==> src/rtl/alu_display_pkg.sv <==
// alu_display_pkg: shared types for the ALU result display.
// FSM states, seven-segment codes, double-dabble helpers.
package alu_display_pkg;

  typedef enum logic [1:0] {
    S_IDLE,
    S_LOAD,
    S_SHIFT,
    S_DONE
  } state_t;

  localparam int BCD_DIGITS = 3;
  localparam int BCD_W      = 4 * BCD_DIGITS;

  // active-low {g,f,e,d,c,b,a}
  localparam logic [6:0] SEG_0     = 7'b1000000;
  localparam logic [6:0] SEG_1     = 7'b1111001;
  localparam logic [6:0] SEG_2     = 7'b0100100;
  localparam logic [6:0] SEG_3     = 7'b0110000;
  localparam logic [6:0] SEG_4     = 7'b0011001;
  localparam logic [6:0] SEG_5     = 7'b0010010;
  localparam logic [6:0] SEG_6     = 7'b0000010;
  localparam logic [6:0] SEG_7     = 7'b1111000;
  localparam logic [6:0] SEG_8     = 7'b0000000;
  localparam logic [6:0] SEG_9     = 7'b0010000;
  localparam logic [6:0] SEG_MINUS = 7'b0111111;
  localparam logic [6:0] SEG_BLANK = 7'b1111111;

  function automatic logic [6:0] seg7(
    input logic [3:0] d
  );
    logic [6:0] s;
    case (d)
      4'd0:    s = SEG_0;
      4'd1:    s = SEG_1;
      4'd2:    s = SEG_2;
      4'd3:    s = SEG_3;
      4'd4:    s = SEG_4;
      4'd5:    s = SEG_5;
      4'd6:    s = SEG_6;
      4'd7:    s = SEG_7;
      4'd8:    s = SEG_8;
      4'd9:    s = SEG_9;
      default: s = SEG_BLANK;
    endcase
    return s;
  endfunction

  // add-3 correction applied before each shift
  function automatic logic [BCD_W-1:0] dd_adj(
    input logic [BCD_W-1:0] b
  );
    logic [BCD_W-1:0] r;
    r = b;
    for (int i = 0; i < BCD_DIGITS; i++) begin
      if (b[4*i +: 4] >= 4'd5)
        r[4*i +: 4] = b[4*i +: 4] + 4'd3;
    end
    return r;
  endfunction

endpackage

==> src/rtl/alu_output_display_if.sv <==
// alu_output_display_if: start/busy/done link to the BCD engine.
// master: start, din out; slave: load, busy, done, bcd out.
interface alu_output_display_if #(
  parameter int N_DATA = 8
);
  import alu_display_pkg::*;

  logic              start;
  logic [N_DATA-1:0] din;
  logic              load;
  logic              busy;
  logic              done;
  logic [BCD_W-1:0]  bcd;

  modport master (
    output start, din,
    input  load, busy, done, bcd
  );

  modport slave (
    input  start, din,
    output load, busy, done, bcd
  );

endinterface

==> src/rtl/bin2bcd_seq.sv <==
// bin2bcd_seq: sequential double-dabble, one bit per cycle.
// i_clock, i_reset_n, cv (slave): start/din in, load/busy/done/bcd out.
module bin2bcd_seq
  import alu_display_pkg::*;
#(
  parameter int N_DATA = 8
) (
  input logic                  i_clock,
  input logic                  i_reset_n,
  alu_output_display_if.slave  cv
);

  localparam int CW = $clog2(N_DATA);

  state_t            state_q;
  state_t            state_d;
  logic [BCD_W-1:0]  bcd_q;
  logic [BCD_W-1:0]  adj;
  logic [N_DATA-1:0] mag_q;
  logic [CW-1:0]     cnt_q;
  logic              busy_q;

  assign adj = dd_adj(bcd_q);

  always_comb begin
    state_d = state_q;
    unique case (state_q)
      S_IDLE:  if (cv.start) state_d = S_LOAD;
      S_LOAD:  state_d = S_SHIFT;
      S_SHIFT: if (cnt_q == CW'(N_DATA-1))
                 state_d = S_DONE;
      S_DONE:  state_d = S_IDLE;
      default: state_d = S_IDLE;
    endcase
  end

  always_ff @(posedge i_clock or negedge i_reset_n) begin
    if (!i_reset_n) begin
      state_q <= S_IDLE;
      bcd_q   <= '0;
      mag_q   <= '0;
      cnt_q   <= '0;
      busy_q  <= 1'b0;
    end else begin
      state_q <= state_d;
      unique case (state_q)
        S_LOAD: begin
          mag_q  <= cv.din;
          bcd_q  <= '0;
          cnt_q  <= '0;
          busy_q <= 1'b1;
        end
        S_SHIFT: begin
          bcd_q <= {adj[BCD_W-2:0], mag_q[N_DATA-1]};
          mag_q <= {mag_q[N_DATA-2:0], 1'b0};
          cnt_q <= cnt_q + 1'b1;
        end
        S_DONE:  busy_q <= 1'b0;
        default: ;
      endcase
    end
  end

  assign cv.load = (state_q == S_LOAD);
  assign cv.done = (state_q == S_DONE);
  assign cv.busy = busy_q;
  assign cv.bcd  = bcd_q;

endmodule

==> src/rtl/alu_output_display.sv <==
// alu_output_display: ALU result to 4-digit 7-seg + LEDs.
// i_clock, i_reset_n, i_alu_result in; o_led, o_seg, o_an, o_busy out.
module alu_output_display
  import alu_display_pkg::*;
#(
  parameter int N_DATA      = 8,
  parameter bit SIGNED      = 1'b1,
  parameter int REFRESH_CNT = 100000
) (
  input  logic              i_clock,
  input  logic              i_reset_n,
  input  logic [N_DATA-1:0] i_alu_result,
  output logic [N_DATA-1:0] o_led,
  output logic [6:0]        o_seg,
  output logic [3:0]        o_an,
  output logic              o_busy
);

  localparam int RW = $clog2(REFRESH_CNT);

  alu_output_display_if #(.N_DATA(N_DATA)) cv ();

  logic [N_DATA-1:0] captured;
  logic [3:0]        hund_q, tens_q, units_q;
  logic              neg_q, blank_h_q, blank_t_q;
  logic [RW-1:0]     ref_q;
  logic [1:0]        idx_q, idx_d;
  logic              wrap;
  logic [6:0]        seg_d;

  assign cv.start = (i_alu_result != captured);
  // -MIN stays N bits wide, so it reads as +2^(N-1)
  assign cv.din = (SIGNED && i_alu_result[N_DATA-1])
                ? -i_alu_result
                : i_alu_result;
  assign o_busy = cv.busy;

  bin2bcd_seq #(.N_DATA(N_DATA)) u_conv (
    .i_clock   (i_clock),
    .i_reset_n (i_reset_n),
    .cv        (cv)
  );

  always_ff @(posedge i_clock or negedge i_reset_n) begin
    if (!i_reset_n) begin
      captured  <= '0;
      o_led     <= '0;
      hund_q    <= '0;
      tens_q    <= '0;
      units_q   <= '0;
      neg_q     <= 1'b0;
      blank_h_q <= 1'b1;
      blank_t_q <= 1'b1;
    end else begin
      if (cv.load) begin
        captured <= i_alu_result;
        o_led    <= i_alu_result;
      end
      if (cv.done) begin
        hund_q    <= cv.bcd[11:8];
        tens_q    <= cv.bcd[7:4];
        units_q   <= cv.bcd[3:0];
        neg_q     <= SIGNED && captured[N_DATA-1];
        blank_h_q <= (cv.bcd[11:8] == 4'd0);
        blank_t_q <= (cv.bcd[11:4] == 8'd0);
      end
    end
  end

  assign wrap  = (ref_q == RW'(REFRESH_CNT-1));
  assign idx_d = wrap ? idx_q + 2'd1 : idx_q;

  // segments follow the next index so o_an/o_seg move together
  always_comb begin
    seg_d = SEG_BLANK;
    unique case (idx_d)
      2'd0: seg_d = seg7(units_q);
      2'd1: seg_d = blank_t_q ? SEG_BLANK : seg7(tens_q);
      2'd2: seg_d = blank_h_q ? SEG_BLANK : seg7(hund_q);
      2'd3: seg_d = neg_q ? SEG_MINUS : SEG_BLANK;
      default: seg_d = SEG_BLANK;
    endcase
  end

  always_ff @(posedge i_clock or negedge i_reset_n) begin
    if (!i_reset_n) begin
      ref_q <= '0;
      idx_q <= 2'd0;
      o_an  <= 4'b1110;
      o_seg <= SEG_0;
    end else begin
      ref_q <= wrap ? '0 : ref_q + 1'b1;
      idx_q <= idx_d;
      o_an  <= ~(4'b0001 << idx_d);
      o_seg <= seg_d;
    end
  end

endmodule
==> config.mk <==
export PLATFORM = sky130hd
export DESIGN_NAME = alu_output_display
export DESIGN_NICKNAME = d
export VERILOG_FILES = /design/src/rtl/alu_display_pkg.sv /design/src/rtl/alu_output_display_if.sv /design/src/rtl/bin2bcd_seq.sv /design/src/rtl/alu_output_display.sv
export SDC_FILE = /design/constraint.sdc
export NUM_CORES = 1
export LEC_CHECK = 0
export CORE_UTILIZATION = 60
export CTS_CLUSTER_DIAMETER = 30
export DETAILED_ROUTE_END_ITERATION = 8
export PLACE_DENSITY = 0.88
export SLEW_MARGIN = 20
export SYNTH_ARGS = -nofsm -noshare
export SYNTH_HDL_FRONTEND = slang
export SYNTH_SLANG_ARGS = --single-unit
==> constraint.sdc <==
create_clock -name i_clock -period 3.7 [get_ports i_clock]
set_input_delay 0.925 -clock i_clock [delete_from_list [all_inputs] [get_ports i_clock]]
set_output_delay 0.925 -clock i_clock [all_outputs]
set_load 0.02 [all_outputs]
==> run metrics <==
total half-perimeter wirelength after legalization and detailed placement 6510 um; GRT Overall Usage 24.6%; net count after synthesis 539; setup repair after global routing missed its margin false; Max IR drop VDD 0.528 mV; Critical Path End o_seg[2]; Internal Dissipation 1.97 mW; XOR/XNOR share of the synthesized area 6.11%; Distinct cells, synth 52; Routed met2 length 4760 um; power density of the placed cells 603 nW/um2; clock root buffer clkbuf_8; Congestion Overflow GR 0; Worst Reg2Reg Path Length in Cells 6; Hold WC Path Type reg -> reg; # port buffers 29; H-Tree Level Count 3; RD Place Congestion 0.832; Main synth FF type dfrtp_1; endpoint type of the worst setup path flop; total number of vias 3667; Setup WS pre-CTS 909 ps; total negative slack 0 ps; gate count of the mapped netlist 498; Net count, final 556; maximum operating frequency 0.392 GHz; wire length of the first global-routing pass 16400 um; Worst R2R Setup Slack 1150 ps; normalized max-slew margin 35.5%; area enclosed by the die boundary 8240 um2; proportion of synthesized area in mux cells 6.56%; CORE AREA 7690 um2; Clock Latency Late Sink 350 ps; worst clock skew on the final layout 10.8 ps; number of cells upsized or downsized after cts 0; fraction of the cycle the final worst path needs 68.9%; maximum number of pins on one net before global-route repair 80; CP startpoint ref_q[0]; switching component of the power 1.18 mW; transition time of the tightest slew-check pin 968 ps; Post-Synthesis Cell Area 4730 um2; number of design rule violations left after detail routing 0; routed wire length per instance 15.3 um; vias in the first global route 3670; Yosys warning total 0; length of the first detailed-routing pass in iterations 4; MaxCap Viol Count 0; worst reg2reg path endpoint o_seg[2]; CTS tree yes; # hold bufs at CTS 0; reg-to-reg critical path startpoint ref_q[0]; Seq/Total Area, Yosys 41.9%; switching power as a share of total power 37.5%; Async S/R FF share, synth 100%; simple-gate share of the synthesized area 17.9%; count of final hold-check violations 0; Synth Area in Compound Gates 14.5%; vias per inst 5.90; category of the most critical setup path reg -> reg; fin. max-slew vios 0; total wire length 9490 um; met3 wirelength from detailed routing 347 um; largest area contributor in the netlist dfrtp_1; antenna violations before repair 0; number of flops mapped to enable cells by yosys 0; Post-Synth Adder-Cell Area 8.20%; sequential power share 38.8%; number of setup buffers added after CTS 0; CP Max Fanout 29; initial core utilization 61.5%; Syn Area/Cell 9.50 um2; CTS Buf Count 9; Area growth, synth to finish 10.7%; number of design-rule violations left by the first detailed-router iteration 182; share of power burned in combinational logic 40.6%; ratio of cells with drive above 1 in the final layout 10.8%; flop and latch count out of synthesis 79; total routed wire length on the met1 layer 4140 um; width of the chip 90.8 um; final critical-path required period 2550 ps; Antenna Violating Nets Remaining 0; post-CTS clock slew at the launch and capture registers of the worst setup and hold paths 80 ps; Startpoint Class flop; Setup Viol. Count Final 0; Clock Tree Buf Depth 2; combinational family with the most area after synthesis simple AND/OR/NAND/NOR gates; result of the run complete, no violations; Die Span Y 90.8 um; synth top area cells dfrtp_1, ha_1, mux2_2; data arrival time of the worst path 2780 ps; number of top-level pins 30; Worst Path Required 3940 ps; clock network power share 20.5%; slack of the critical path 1150 ps; filler cell count 587; highest metal used met4; Antenna diodes 0; standby leakage power 2.26 nW; fraction of post-synthesis cell area in the top cell type by area 38.6%; total clock sinks 79; std cell rows 32
## synth_stat cells (all sizes together) (5+ instances only)
cell type  number
a21oi          27
nand2b         16
ha             31
xnor2          25
o21a            8
clkbuf         19
dfstp           6
dfrtp          73
nor2b          10
inv            30
nor3           14
nand4           5
mux2           24
nand2          40
o21ai          43
nand3          17
nor2           32
buf             5
xor2            8
o22ai           9
and3           10
## placed cells by master (no fill, tap or decap), types with 3 or more instances in the layout
master	count
nand3_1	17
nand4_1	5
xnor2_1	25
o22ai_1	9
and3_1	10
nor2b_1	10
o21a_1	8
ha_1	31
dfrtp_1	73
a21oi_1	27
clkbuf_8	10
o21ai_0	43
clkdlybuf4s50_1	28
mux2i_1	4
inv_1	30
dfstp_2	6
xor2_1	8
mux2_2	24
nor3_1	14
clkinv_2	3
nand2_1	40
nand2b_1	16
nor2_1	32
nor4_1	3
o31ai_1	3
## critical path, cell delays in order (launching register included)
cell and delay [ps]:
dfrtp_1 420, ha_1 250, and4_2 300, and4bb_2 440
a2111oi_0 620, nor3_1 100, a211o_1 290
## layer usage
metal	vias to the layer above	global-route usage, %
met4	0	10.8
met1	1788	29.6
li1	1760	-
met3	26	4.55
met5	-	0
met2	93	42.9
## power groups by stage
stage	registers [mW]	clock network, mW	logic (mW)
final	1.23	0.648	1.28
after global routing	1.25	0.688	1.40
after CTS	1.22	0.652	1.28
after detailed placement	1.24	0	1.27
after global placement	1.23	0	1.23
after floorplan	1.28	0	0.841
## flip-flops by register name, indices dropped and copies added, names as in the netlist, 4 cells and up
name and count:
ref_q 17, tens_q 4, captured 8, hund_q 4, o_an 4, u_conv.cv.bcd 12, o_seg 7, u_conv.mag_q 8
units_q 4
## final cells by class
cell class                      count  area, um2  area share [%]
Inverter                           30        113            2.15
Timing Repair Buffer               30        295            5.64
Tap cell                          102        128            2.44
Clock inverter                      6       60.1            1.15
Multi-Input combinational cell    365       2520            48.1
Clock buffer                       10        138            2.63
Sequential cell                    79       1980            37.9
## logic make-up after synthesis
logic type | after synthesis
and+or+nand+nor | 162
AOI/OAI and AO/OA | 111
DFF | 79
buffers and inverters | 54
xor gates and xnor gates | 33
adders and majority gates | 31
muxes | 28
## how the worst min path moves through the flow
stage | endpoint | slack, ps | startpoint | cells past startpoint
after floorplan | ref_q[16] | 440 | ref_q[16] | 1
final | ref_q[16] | 490 | ref_q[16] | 1
after CTS | ref_q[16] | 490 | ref_q[16] | 1
after global placement | ref_q[16] | 470 | ref_q[16] | 1
after global routing | ref_q[4] | 530 | ref_q[4] | 1
after detailed placement | ref_q[16] | 480 | ref_q[16] | 1
## per-stage QoR
step / total power, mW / utilization [%] / std cells / hold slack, ps / area [um2]
5_1_grt: 3.34 / 68.1 / 622 / 529 / 5240
3_3_place_gp: 2.45 / 65.6 / 606 / 467 / 5040
6_report: 3.16 / 68.1 / 622 / 485 / 5240
3_5_place_dp: 2.51 / 65.6 / 606 / 477 / 5040
4_1_cts: 3.16 / 68.1 / 622 / 487 / 5240
2_1_floorplan: 2.12 / - / 498 / 444 / 4730
Note: power is estimated with default switching activity, not from simulation.
